## src/rtl/alu_pkg.sv

```systemverilog
// Shared ALU definitions: mode encodings, result payload and default sizing.
package alu_pkg;

  localparam logic ALU_ADD = 1'b0;
  localparam logic ALU_SUB = 1'b1;

  localparam int unsigned DEF_WIDTH = 32;
  localparam int unsigned DEF_SEG   = 8;

  typedef struct packed {
    logic [DEF_WIDTH-1:0] sum;
    logic                 cout;
    logic                 ovf;
    logic                 zero;
  } alu_res_t;

endpackage

```

## src/rtl/full_adder.sv

```systemverilog
// Single-bit full adder cell.
module full_adder (
  input  logic a,
  input  logic b,
  input  logic cin,
  output logic sum,
  output logic cout
);

  assign sum  = a ^ b ^ cin;
  assign cout = (a & b) | (cin & (a ^ b));

endmodule

```

## src/rtl/seg_adder.sv

```systemverilog
// Combinational SEG-bit ripple adder built from full_adder cells.
module seg_adder #(
  parameter int unsigned SEG = 8
) (
  input  logic [SEG-1:0] a,
  input  logic [SEG-1:0] b,
  input  logic           cin,
  output logic [SEG-1:0] sum,
  output logic           cout
);

  logic [SEG:0] carry;

  assign carry[0] = cin;
  assign cout     = carry[SEG];

  // Ripple chain: bit i consumes the carry of bit i-1.
  for (genvar i = 0; i < SEG; i++) begin : g_bit
    full_adder u_fa (
      .a    (a[i]),
      .b    (b[i]),
      .cin  (carry[i]),
      .sum  (sum[i]),
      .cout (carry[i+1])
    );
  end

endmodule

```

## src/rtl/pipelined_addsub.sv

```systemverilog
// Pipelined adder/subtractor: one SEG-bit segment rippled per stage, carry
// registered between stages, whole pipeline freezes on output backpressure.
module pipelined_addsub
  import alu_pkg::*;
#(
  parameter int unsigned WIDTH = DEF_WIDTH,
  parameter int unsigned SEG   = DEF_SEG
) (
  input  logic             clk,
  input  logic             rst_n,
  input  logic             in_valid,
  output logic             in_ready,
  input  logic [WIDTH-1:0] a,
  input  logic [WIDTH-1:0] b,
  input  logic             cin,
  input  logic             sub,
  output logic             out_valid,
  input  logic             out_ready,
  output logic [WIDTH-1:0] sum,
  output logic             cout,
  output logic             ovf,
  output logic             zero
);

  localparam int unsigned SEG_SAFE = (SEG == 0) ? 1 : SEG;
  localparam int unsigned NSEG     = WIDTH / SEG_SAFE;

  if ((SEG < 1) || ((WIDTH % SEG_SAFE) != 0)) begin : g_bad_cfg
    $fatal(1, "pipelined_addsub: WIDTH must be a non-zero multiple of SEG");
  end

  logic             adv;
  logic [WIDTH-1:0] b_eff;
  logic             c0;

  logic [WIDTH-1:0] fin_sum_c;
  logic             fin_co_c;
  logic             fin_ovf_c;
  logic             fin_v_c;

  logic             out_valid_q;
  logic [WIDTH-1:0] sum_q;
  logic             cout_q;
  logic             ovf_q;
  logic             zero_q;

  // Whole-pipeline advance; ready depends only on output-side state.
  assign adv      = !out_valid_q || out_ready;
  assign in_ready = adv;

  // Subtraction as A + ~B + ~borrow.
  assign b_eff = (sub == ALU_ADD) ? b : ~b;
  assign c0    = (sub == ALU_SUB) ? ~cin : cin;

  // Stage k ripples segment k; non-final stages register the carry, the
  // remaining higher operand segments (skew) and the finished lower sum
  // segments (de-skew).
  for (genvar k = 0; k < NSEG; k++) begin : g_stg
    localparam int unsigned LO = k * SEG;
    localparam int unsigned HI = WIDTH - (k + 1) * SEG;

    logic [SEG-1:0] seg_a;
    logic [SEG-1:0] seg_b;
    logic [SEG-1:0] seg_s;
    logic           seg_ci;
    logic           seg_co;
    logic           vld;

    if (k == 0) begin : g_src
      assign seg_a  = a[SEG-1:0];
      assign seg_b  = b_eff[SEG-1:0];
      assign seg_ci = c0;
      assign vld    = in_valid;
    end else begin : g_src
      assign seg_a  = g_stg[k-1].g_reg.rem_a_q[SEG-1:0];
      assign seg_b  = g_stg[k-1].g_reg.rem_b_q[SEG-1:0];
      assign seg_ci = g_stg[k-1].g_reg.c_q;
      assign vld    = g_stg[k-1].g_reg.v_q;
    end

    seg_adder #(.SEG(SEG)) u_seg (
      .a    (seg_a),
      .b    (seg_b),
      .cin  (seg_ci),
      .sum  (seg_s),
      .cout (seg_co)
    );

    if (k < NSEG - 1) begin : g_reg
      logic [HI-1:0]     rem_a_d;
      logic [HI-1:0]     rem_b_d;
      logic [LO+SEG-1:0] psum_d;
      logic [HI-1:0]     rem_a_q;
      logic [HI-1:0]     rem_b_q;
      logic [LO+SEG-1:0] psum_q;
      logic              c_q;
      logic              v_q;

      if (k == 0) begin : g_nxt
        assign rem_a_d = a[WIDTH-1:SEG];
        assign rem_b_d = b_eff[WIDTH-1:SEG];
        assign psum_d  = seg_s;
      end else begin : g_nxt
        assign rem_a_d = g_stg[k-1].g_reg.rem_a_q[HI+SEG-1:SEG];
        assign rem_b_d = g_stg[k-1].g_reg.rem_b_q[HI+SEG-1:SEG];
        assign psum_d  = {seg_s, g_stg[k-1].g_reg.psum_q};
      end

      // Stage register; frozen while the output is stalled.
      always_ff @(posedge clk or negedge rst_n) begin
        if (!rst_n) begin
          rem_a_q <= '0;
          rem_b_q <= '0;
          psum_q  <= '0;
          c_q     <= 1'b0;
          v_q     <= 1'b0;
        end else if (adv) begin
          rem_a_q <= rem_a_d;
          rem_b_q <= rem_b_d;
          psum_q  <= psum_d;
          c_q     <= seg_co;
          v_q     <= vld;
        end
      end
    end else begin : g_last
      if (k == 0) begin : g_cat
        assign fin_sum_c = seg_s;
      end else begin : g_cat
        assign fin_sum_c = {seg_s, g_stg[k-1].g_reg.psum_q};
      end
      assign fin_co_c  = seg_co;
      // Same-sign operands giving an opposite-sign result.
      assign fin_ovf_c = (seg_a[SEG-1] ~^ seg_b[SEG-1]) & (seg_s[SEG-1] ^ seg_a[SEG-1]);
      assign fin_v_c   = vld;
    end
  end

  // Output register holding the assembled result and flags.
  always_ff @(posedge clk or negedge rst_n) begin
    if (!rst_n) begin
      out_valid_q <= 1'b0;
      sum_q       <= '0;
      cout_q      <= 1'b0;
      ovf_q       <= 1'b0;
      zero_q      <= 1'b0;
    end else if (adv) begin
      out_valid_q <= fin_v_c;
      sum_q       <= fin_sum_c;
      cout_q      <= fin_co_c;
      ovf_q       <= fin_ovf_c;
      zero_q      <= (fin_sum_c == '0);
    end
  end

  assign out_valid = out_valid_q;
  assign sum       = sum_q;
  assign cout      = cout_q;
  assign ovf       = ovf_q;
  assign zero      = zero_q;

endmodule
```

## config.mk

```make
export PLATFORM = sky130hd
export DESIGN_NAME = pipelined_addsub
export DESIGN_NICKNAME = d
export VERILOG_FILES = /design/src/rtl/alu_pkg.sv /design/src/rtl/full_adder.sv /design/src/rtl/seg_adder.sv /design/src/rtl/pipelined_addsub.sv
export SDC_FILE = /design/constraint.sdc
export NUM_CORES = 1
export LEC_CHECK = 0
export CELL_PAD_IN_SITES_DETAIL_PLACEMENT = 1
export CELL_PAD_IN_SITES_GLOBAL_PLACEMENT = 2
export CORE_AREA = 4 4 236 123
export DETAILED_ROUTE_END_ITERATION = 10
export DIE_AREA = 0 0 240 127
export PLACE_DENSITY = 0.78
export SLEW_MARGIN = 20
export SYNTH_ARGS = -nofsm -noshare
export SYNTH_HDL_FRONTEND = slang
export SYNTH_SLANG_ARGS = --single-unit
export TNS_END_PERCENT = 1
```

## constraint.sdc

```tcl
create_clock -name clk -period 3.9 [get_ports clk]
set_clock_uncertainty 0.1 [all_clocks]
set_input_delay 0.39 -clock clk [delete_from_list [all_inputs] [get_ports clk]]
set_output_delay 0.39 -clock clk [all_outputs]
set_load 0.005 [all_outputs]
```

# Word level (Yosys, flattened, before mapping)
# Cells that the tools add are included.
# W data, S select, Z words.
[word_totals]
wordCells = 190
output_inout_bits = 37
ff_bits = 186
[op_classes]
reduce_logical = 3
n_mux = 2
bitwise_logic = 165
[op_table]
columns = ["operator", "count"]
rows = [
  ["$and A1 B1 Y1", 65],
  ["$xor A1 B1 Y1", 65],
  ["$logic_not A32 Y1", 1],
  ["$mux W32", 1],
  ["$not A32 Y32", 1],
  ["$or A1 B1 Y1", 32],
  ["$logic_not A1 Y1", 1],
  ["$logic_or A1 B1 Y1", 1],
  ["$mux W1", 1],
  ["$not A1 Y1", 1],
  ["$xnor A1 B1 Y1", 1],
]

# Longest topological paths before layout
# Gate-level depths: netlist (run 1).
[logic_depth]
depth_word = 19
ltp_mapped = 14
mapped_depth_nobuf = 14

# Hierarchy
# A second synthesis (run 1) with hierarchy kept.
[hier_totals]
hier_cells = 841
area_unflattened_um2 = 8054.0
[modules_own_cells]
columns = ["module", "n_inst", "cells_per_inst", "area_per_inst_um2"]
rows = [
  ["pipelined_addsub", 1, 809, 7413.4],
  ["full_adder", 32, 1, 20.0],
]

# Worst setup path before layout (run 1)
# No wires, ideal clock.
[synth_path]
path_type = "input port to flip-flop"
start = "input sub"
end = "register g_stg[0].g_reg.psum_q[7]"
slack_ns = -0.399
n_path_buf = 2
arrival_time_ns = 4.082
t_required_ns = 3.684
cell_stages = 14
cell_sequence = "buf_2 buf_4 xnor2_1 fa_1 fa_1 fa_1 fa_1 fa_1 fa_1 fa_1 inv_1 fa_1 nand2_1 nand2_1"
[synth_via]
elab_chain_len = 17
[synth_rtl]
columns = ["item", "line", "text"]
rows = [
  ["start: declaration", "pipelined_addsub.sv:16", "input logic sub,"],
  ["$mux W32", "pipelined_addsub.sv:52", "assign b_eff = (sub == ALU_ADD) ? b : ~b;"],
  ["$xor A1 B1 Y1", "full_adder.sv:11", "assign cout = (a & b) | (cin & (a ^ b));"],
  ["$and A1 B1 Y1", "full_adder.sv:11", ""],
  ["$or A1 B1 Y1", "full_adder.sv:11", ""],
  ["$and A1 B1 Y1", "full_adder.sv:11", ""],
  ["$or A1 B1 Y1", "full_adder.sv:11", ""],
  ["$and A1 B1 Y1", "full_adder.sv:11", ""],
  ["$or A1 B1 Y1", "full_adder.sv:11", ""],
  ["[... 2 more ...]", "-", ""],
  ["$and A1 B1 Y1", "full_adder.sv:11", ""],
  ["$or A1 B1 Y1", "full_adder.sv:11", ""],
  ["$and A1 B1 Y1", "full_adder.sv:11", ""],
  ["$or A1 B1 Y1", "full_adder.sv:11", ""],
  ["$and A1 B1 Y1", "full_adder.sv:11", ""],
  ["$or A1 B1 Y1", "full_adder.sv:11", ""],
  ["$xor A1 B1 Y1 *", "full_adder.sv:10", "assign sum = a ^ b ^ cin;"],
  ["net g_stg[0].u_seg.g_bit[7].u_fa.sum", "full_adder.sv:6", "output logic sum,"],
  ["end signal: assignment", "pipelined_addsub.sv:120", "psum_q <= psum_d;"],
  ["end: declaration", "pipelined_addsub.sv:95", "logic [LO+SEG-1:0] psum_q;"],
]
# The timed path passes the listed nets; every way through them passes the cells marked *.
# A chain may end at the register's enable or synchronous reset.

# Worst setup path in the final report (run 1)
[layout_path]
start = "register g_stg[2].g_reg.rem_b_q[0]"
end = "register zero_q, in the netlist zero"
[layout_via]
elab_chain_len = 17
[layout_rtl]
columns = ["item", "line", "text"]
rows = [
  ["start: declaration", "pipelined_addsub.sv:94", "logic [HI-1:0] rem_b_q;"],
  ["start signal: assignment", "pipelined_addsub.sv:119", "rem_b_q <= rem_b_d;"],
  ["$xor A1 B1 Y1", "full_adder.sv:10, full_adder.sv:11", ""],
  ["$and A1 B1 Y1", "full_adder.sv:11", ""],
  ["$or A1 B1 Y1", "full_adder.sv:11", ""],
  ["$and A1 B1 Y1", "full_adder.sv:11", ""],
  ["$or A1 B1 Y1", "full_adder.sv:11", ""],
  ["$and A1 B1 Y1", "full_adder.sv:11", ""],
  ["$or A1 B1 Y1", "full_adder.sv:11", ""],
  ["$and A1 B1 Y1", "full_adder.sv:11", ""],
  ["$or A1 B1 Y1", "full_adder.sv:11", ""],
  ["$and A1 B1 Y1", "full_adder.sv:11", ""],
  ["$or A1 B1 Y1", "full_adder.sv:11", ""],
  ["$and A1 B1 Y1", "full_adder.sv:11", ""],
  ["$or A1 B1 Y1", "full_adder.sv:11", ""],
  ["$and A1 B1 Y1", "full_adder.sv:11", ""],
  ["$or A1 B1 Y1", "full_adder.sv:11", ""],
  ["$xor A1 B1 Y1", "full_adder.sv:10", ""],
  ["$logic_not A32 Y1 *", "pipelined_addsub.sv:151", "zero_q <= (fin_sum_c == '0);"],
  ["end signal: assignment", "pipelined_addsub.sv:151", ""],
  ["end: declaration", "pipelined_addsub.sv:45", "logic zero_q;"],
]
# Every way passes the cells marked *; elsewhere a longest branch is shown, timed or not.

==> impl_metrics.csv, run 1 <==
group,metric,value,unit
sta,worst_pin_slew,0.865,ns
pwr,p_seq_frac,0.411,
layout,drive_gt1_frac,0.117,
layout,fill_cells,3132,
pwr,power.leakage,4.84,nW
sta,rsz0062_at_grt,"true",
pwr,power-per-cell-area,811,nW/µm²
floorplan,core,27100,µm²
detailed_routing,vias,5665,
detailed_routing,first_pass_iters,4,
critical_path,setup.worst_path.class,"flip-flop to flip-flop",
sta,finalWorstSetupSlack,-0.0424,ns
pwr,netSwitchingPower,0.00296,W
pwr,internal_power,0.00536,W
detailed_routing,routed_via_density,4.32,
worst_hold_path,hold_start,"sum[9]$_DFFE_PN0P_",
cts,cts_buffers,17,
sta,fin_crit,3.94,ns
cts,ctsHtreeMaxLevel,4,
layout,layout_commonest_cell,"nand2_1",
outcome,outcome,"finished, violations left",
layout,post-route-util,0.379,
layout,final_cell_mix,"nand2_1 (433), dfrtp_1 (186), clkdlybuf4s50_1 (104), xnor2_1 (29), o21ai_0 (29)",
place,placedCellCount,1278,
logic_synthesis,ys_seq_area_frac,0.566,
layout,nNetsFinal,1042,
grt,grt_pass1_wl,34100,µm
floorplan,io_pins,107,
sta,finalSetupViolations,2,
pwr,power_frac_clock,0.235,
cts,cts_tree,"yes",
place,dp_slack,-0.461,ns
floorplan,num_rows,43,
floorplan,die_area,30500,µm²
logic_synthesis,synthesis.instances,842,
grt,grt_util_all_layers,0.145,
cts,clock_path_buffers,2,
floorplan,start_util,0.304,
critical_path,r2r_cells,14,
job,cap_viol_max_count,0,
logic_synthesis,avgSynthCellArea,9.77,µm²
detailed_routing,finalWirelength,20900,µm
place,io_buffers,106,
critical_path,cp-start-kind,"flip-flop",
detailed_routing,drc,0,
critical_path,r2r_end,"zero$_DFFE_PN0P_",
detailed_routing,wl_per_cell,16.0,µm
critical_path,cp_data_required_time,4.09,ns
sta,fin_crit_sh,1.01,
critical_path,regToRegStartpoint,"g_stg[2].g_reg.rem_b_q[0]$_DFFE_PN0P_",
sta,timing.fmax,0.254,GHz
pwr,switching_share,0.356,
cts,root_buffer,"clkbuf_16",
place,hpwl,14100,µm
worst_hold_path,holdPathStages,2,
layout,fin_cells,1310,
pwr,p_comb_frac,0.354,
cts,cts.sinks,186,
worst_hold_path,hold_end,"sum[9]$_DFFE_PN0P_",
critical_path,crit_fanout,3,
logic_synthesis,syn_nets,945,
sta,hold_violations,0,
sta,maxSlewHeadroom,0.423,
grt,grt_pass1_vias,6183,
floorplan,die_w,240,µm
critical_path,crit_path_end_kind,"flip-flop",
sta,slew_viol_final,0,
logic_synthesis,ys_ff_latch,186,
cts,worstSkewPairLatency,0.45,ns
detailed_routing,drtIter0Drc,370,
detailed_routing,ant_nets,0,
grt,grt.overflow.total,0,
logic_synthesis,mappedNetlistArea,8230,µm²
sta,setup_tns,-0.0634,ns
grt,grt_max_degree,181,
worst_hold_path,hold_class,"flip-flop to flip-flop",
floorplan,die_h,127,µm
logic_synthesis,yosys_warnings,0,
logic_synthesis,synth_cell_types,24,
outcome,violations,"setup timing",
cts,clkTransAtPathRegs,0.07,ns
critical_path,reg2reg_slack,-0.04,ns
pwr,peakVddDrop,0.630,mV
place,gp_congestion,0.808,
critical_path,worstPathArrival,4.13,ns
layout,area_growth,24.7,%
grt,antenna_found_initial,0,
layout,antennaDiodeCount,0,
## repair_timing
| item | in CTS | in global routing |
|---|---|---|
| pin swaps | 5 | 1 |
| gates resized for setup | 16 | 5 |
| gates cloned | 0 | 0 |
| buffers inserted | 1 | 0 |
| hold buffers | 1 | 0 |
| setup endpoints to repair | 7 | 6 |
| hold endpoints to repair | 76 | 0 |
## sequential cells by signal, summed over array words and instances (netlist names), 2 cells and up
register             cells
g_stg.g_reg.rem_b_q     48
sum                     32
g_stg.g_reg.rem_a_q     48
g_stg.g_reg.c_q          3
g_stg.g_reg.v_q          2
g_stg.g_reg.psum_q      48
## metal layers
metal,vias to the layer above,part of all wire,track usage
met4,0,0.020,0.0553
li1,2753,-,-
met2,92,0.40,0.200
met1,2798,0.55,0.222
met3,22,0.034,0.0321
met5,-,0,0
## synth_stat cells
| library cell | n | area share |
|---|---|---|
| nor4b_1 | 2 | 0.0021 |
| nor4_1 | 6 | 0.0046 |
| nand4_1 | 2 | 0.0015 |
| xnor2_1 | 30 | 0.032 |
| clkbuf_1 | 7 | 0.0032 |
| nand2b_1 | 1 | 0.00076 |
| dfrtp_1 | 186 | 0.57 |
| inv_4 | 1 | 0.00076 |
| o31ai_1 | 2 | 0.0018 |
| fa_1 | 32 | 0.078 |
| nor2b_4 | 1 | 0.0017 |
| xor2_1 | 4 | 0.0043 |
| buf_2 | 3 | 0.0018 |
| o21ai_1 | 6 | 0.0036 |
| buf_6 | 14 | 0.019 |
| buf_12 | 1 | 0.0024 |
| nor2_1 | 1 | 0.00046 |
| nand2_1 | 433 | 0.20 |
| ha_1 | 1 | 0.0015 |
| inv_1 | 29 | 0.013 |
| o21ai_0 | 29 | 0.018 |
| buf_4 | 20 | 0.018 |
| a21oi_2 | 16 | 0.017 |
| nor2_2 | 15 | 0.011 |
## kinds of logic after synthesis
| logic type | count (synthesis) | share of synthesized area |
|---|---|---|
| compound gates | 53 | 0.0401 |
| xor+xnor | 34 | 0.0362 |
| fa+ha+maj | 33 | 0.0794 |
| buf+inv | 75 | 0.0588 |
| flops | 186 | 0.566 |
| simple gates | 461 | 0.220 |
## worst max path at each step
stage	startpoint	end	slack (ns)	depth (start not counted)
after detailed placement	b[0]	g_stg[0].g_reg.psum_q[7]$_DFFE_PN0P_	-0.46	13
after floorplan	sub	g_stg[0].g_reg.psum_q[7]$_DFFE_PN0P_	-0.1	14
final	g_stg[2].g_reg.rem_b_q[0]$_DFFE_PN0P_	zero$_DFFE_PN0P_	-0.04	14
after global placement	b[0]	g_stg[0].g_reg.psum_q[7]$_DFFE_PN0P_	-0.39	13
after global routing	g_stg[2].g_reg.rem_b_q[0]$_DFFE_PN0P_	ovf$_DFFE_PN0P_	-0.17	13
after CTS	g_stg[2].g_reg.rem_b_q[0]$_DFFE_PN0P_	zero$_DFFE_PN0P_	-0.02	14
## power by group through the flow
stage	Sequential (W)	Clock [W]	Combinational, W
finish	0.00342	0.00196	0.00295
global route	0.00355	0.00209	0.00342
CTS	0.00343	0.00201	0.00302
detailed placement	0.00345	0	0.00294
global placement	0.00342	0	0.00283
floorplan	0.00325	0	0.00190
## final cells by class
cell class | instances | area, µm² | share of cell area
sequential | 186 | 4650 | 0.453
clock buffer | 23 | 488 | 0.0475
tap | 360 | 450 | 0.0439
timing repair buffer | 123 | 1230 | 0.120
inverter | 30 | 118 | 0.0115
clock inverter | 7 | 163 | 0.0158
multi-input combinational | 581 | 3170 | 0.308
## stage by stage
step                      cell area [µm²]  total power (W)  hold WS, ns
after CTS                           10300          0.00847        0.348
after floorplan                      8270          0.00515     -0.00559
after global placement               9560          0.00625        0.351
after detailed placement             9560          0.00639        0.357
after global routing                10300          0.00906        0.376
final                               10300          0.00833        0.365
## worst max-delay path, cell delays in order (launching register included)
cell     delay [ns]
dfrtp_1        0.41
fa_2           0.39
fa_2           0.35
fa_2           0.35
fa_2           0.34
inv_2          0.06
fa_1           0.14
inv_1          0.05
fa_2           0.34
fa_2           0.36
inv_2          0.07
fa_2           0.47
nor4b_2        0.18
nand4_1        0.10
o31ai_1        0.07
Note: power is estimated with default switching activity, not from simulation.
==> run 2, diff against run 1 <==
--- a/config.mk
+++ b/config.mk
@@ -7,12 +7,13 @@
 export LEC_CHECK = 0
 export CELL_PAD_IN_SITES_DETAIL_PLACEMENT = 1
 export CELL_PAD_IN_SITES_GLOBAL_PLACEMENT = 2
-export CORE_AREA = 4 4 236 123
+export CORE_AREA = 4 4 233 121
 export DETAILED_ROUTE_END_ITERATION = 10
-export DIE_AREA = 0 0 240 127
-export PLACE_DENSITY = 0.78
+export DIE_AREA = 0 0 237 125
+export PLACE_DENSITY = 0.79
 export SLEW_MARGIN = 20
 export SYNTH_ARGS = -nofsm -noshare
 export SYNTH_HDL_FRONTEND = slang
+export SYNTH_HIERARCHICAL = 1
 export SYNTH_SLANG_ARGS = --single-unit
 export TNS_END_PERCENT = 1
==> impl_metrics.csv, run 2 <==
group,metric,value,unit
cts,worstSkewPairLatency,0.44,ns
critical_path,critPathSlowestCell,"fa_2",
layout,fin_cells,1294,
cts,ctsHtreeMaxLevel,4,
grt,grt_max_degree,212,
cts,cts_buffers,17,
detailed_routing,dr_wl_met3,495,µm
critical_path,cp-start-kind,"flip-flop",
sta,rsz0062_at_grt,"true",
layout,seqCellArea,4650,µm²
place,dpl_cell_area,9320,µm²
layout,antennaDiodeCount,0,
detailed_routing,finalWirelength,19300,µm
critical_path,path_buf_inv,0,
sta,maxSlewHeadroom,0.401,
layout,layout_commonest_cell,"nand2_1",
outcome,outcome,"finished, violations left",
sta,holdWs,0.367,ns
detailed_routing,drtIter0Drc,400,
detailed_routing,drc,0,
pwr,power-per-cell-area,788,nW/µm²
critical_path,r2r_end,"ovf$_DFFE_PN0P_",
place,hpwl,12800,µm
logic_synthesis,synth_edf_count,0,
sta,slew_viol_final,0,
critical_path,crit_path_end_kind,"flip-flop",
sta,timing.fmax,0.245,GHz
detailed_routing,routed_via_density,4.25,
cts,clock_path_buffers,2,
logic_synthesis,ys_top_cells_by_count,"nand2_1 (503), dfrtp_1 (186), fa_1 (32)",
critical_path,reg2reg_slack,-0.18,ns
layout,drive_gt1_frac,0.0732,
critical_path,r2r_cells,11,
place,placedCellCount,1259,
logic_synthesis,synth_most_common_cell,"nand2_1",
logic_synthesis,yosys_warnings,6,
floorplan,start_util,0.308,
layout,multi_input_area,3120,µm²
detailed_routing,first_pass_iters,4,
worst_hold_path,holdPathStages,2,
pwr,power.leakage,4.81,nW
detailed_routing,wl_met1,9500,µm
logic_synthesis,avgSynthCellArea,9.58,µm²
floorplan,die_w,237,µm
critical_path,crit_fanout,3,
pwr,peakVddDrop,0.378,mV
grt,grt_pass1_wl,32300,µm
logic_synthesis,ys_seq_area_frac,0.578,
logic_synthesis,mappedNetlistArea,8050,µm²
logic_synthesis,syn_nets,943,
detailed_routing,top_layer_used,"met4",
place,gp_congestion,0.766,
layout,fill_cells,2944,
layout,largestRegisters,"g_stg.g_reg.psum_q: 48 flops, g_stg.g_reg.rem_a_q: 48 flops, g_stg.g_reg.rem_b_q: 48 flops",
critical_path,cpMostUsedCell,"fa_2",
worst_hold_path,hold_end,"sum[2]$_DFFE_PN0P_",
detailed_routing,wl_met2,9160,µm
grt,antenna_found_initial,0,
floorplan,die_h,125,µm
place,io_buffers,106,
worst_hold_path,hold_class,"flip-flop to flip-flop",
layout,finish.instance_area,10000,µm²
logic_synthesis,synth_cell_types,21,
detailed_routing,ant_nets,0,
sta,setup_tns,-0.324,ns
logic_synthesis,synthesis.instances,841,
sta,worst_pin_slew,0.899,ns
sta,finalSetupViolations,3,
floorplan,num_rows,42,
critical_path,cp_data_required_time,4.09,ns
critical_path,regToRegStartpoint,"g_stg[2].g_reg.rem_a_q[0]$_DFFE_PN0P_",
grt,grt_util_all_layers,0.135,
floorplan,die_area,29600,µm²
detailed_routing,wl_per_cell,15.0,µm
layout,nNetsFinal,1031,
job,cap_viol_max_count,0,
cts,cts.sinks,186,
pwr,total_power,0.00788,W
critical_path,worstPathArrival,4.27,ns
logic_synthesis,synth_top_area_frac,0.578,
logic_synthesis,synth_flop_cell,"dfrtp_1",
critical_path,max_stage_delay,0.57,ns
logic_synthesis,synth_top_cell_by_area,"dfrtp_1",
logic_synthesis,synthTopCellsByArea,"dfrtp_1 (58%), nand2_1 (23%), fa_1 (8.0%)",
grt,grt_pass1_vias,6108,
cts,root_buffer,"clkbuf_16",
critical_path,cp_top_family,"adder cells",
critical_path,setup.worst_path.class,"flip-flop to flip-flop",
sta,hold_violations,0,
critical_path,startpoint,"g_stg[2].g_reg.rem_a_q[0]$_DFFE_PN0P_",
logic_synthesis,async_flop_share,1.00,
cts,clkTransAtPathRegs,0.07,ns
sta,fin_crit_sh,1.05,
sta,fin_crit,4.08,ns
worst_hold_path,hold_start,"sum[2]$_DFFE_PN0P_",
detailed_routing,vias,5504,
cts,cts_tree,"yes",
logic_synthesis,ys_ff_latch,186,
floorplan,core,26100,µm²
critical_path,cp_cell_sequence,"fa_2 > fa_2 > fa_2 > fa_2 > fa_2 > fa_2 > fa_2 > fa_2 > and3b_1 > a21oi_1 > o21ai_1",
outcome,violations,"setup timing",
grt,grt.overflow.total,0,
sta,finalWorstSetupSlack,-0.185,ns
layout,final_cell_mix,"nand2_1 (503), dfrtp_1 (186), clkdlybuf4s50_1 (104), fa_2 (26), o21ai_1 (25)",
floorplan,io_pins,107,
layout,area_growth,24.2,%
==> run 2: worst reg2reg max path, cell delays in order, from the launching register on <==
cell,delay [ns]
dfrtp_1,0.40
fa_2,0.40
fa_2,0.36
fa_2,0.35
fa_2,0.35
fa_2,0.34
fa_2,0.35
fa_2,0.35
fa_2,0.57
and3b_1,0.19
a21oi_1,0.11
o21ai_1,0.07
==> run 2: timing repair <==
item                                    in CTS  in global routing
pin swaps                                    2                  0
hold buffers                                 1                  0
endpoints found under the hold margin       73                  0
resized for setup                            9                  4
endpoints found under the setup margin       6                  7
setup buffers                                2                  0
==> run 2: cells by family (layout without fill, tap and decap cells) <==
family          after synthesis  after routing  share of synthesized area
simple gates                517            517                      0.246
flops                       186            186                      0.578
buf+inv                      46            147                     0.0433
xor+xnor                     33             33                     0.0359
fa+ha+maj                    32             32                     0.0795
compound gates               27             27                     0.0171
==> run 2: per-layer routing <==
layer  GRT usage  vias up
li1            -     2735
met1       0.187     2702
met2       0.216       51
met3      0.0308       16
met4      0.0329        0
met5           0        -
==> run 2: how the worst max path moves through the flow <==
stage	depth (start not counted)	slack, ns	to
5_1_grt	11	-0.30	ovf$_DFFE_PN0P_
4_1_cts	11	-0.20	ovf$_DFFE_PN0P_
2_1_floorplan	13	-0.10	g_stg[0].g_reg.psum_q[7]$_DFFE_PN0P_
3_5_place_dp	12	-0.40	g_stg[0].g_reg.psum_q[7]$_DFFE_PN0P_
6_report	11	-0.18	ovf$_DFFE_PN0P_
3_3_place_gp	12	-0.34	g_stg[0].g_reg.psum_q[7]$_DFFE_PN0P_
==> run 2: per-stage QoR <==
step / worst slack [ns] / util
floorplan: -0.102 / -
global placement: -0.335 / 0.357
detailed placement: -0.397 / 0.357
CTS: -0.197 / 0.382
global route: -0.301 / 0.383
finish: -0.185 / 0.383
==> run 2: layout make-up <==
| cell class | count | share of cell area |
|---|---|---|
| inverter | 1 | 0.000626 |
| sequential | 186 | 0.465 |
| timing repair buffer | 114 | 0.116 |
| tap | 352 | 0.0440 |
| clock buffer | 20 | 0.0457 |
| clock inverter | 12 | 0.0160 |
| multi-input combinational | 609 | 0.312 |
==> run 2: where the power goes <==
part | switching (W) | internal (W) | total, W | leakage (nW)
Combinational | 0.00143 | 0.00122 | 0.00265 | 2.24
Clock | 0.000771 | 0.00105 | 0.00182 | 0.302
Sequential | 0.000625 | 0.00278 | 0.00341 | 2.26
Total | 0.00283 | 0.00505 | 0.00788 | 4.81
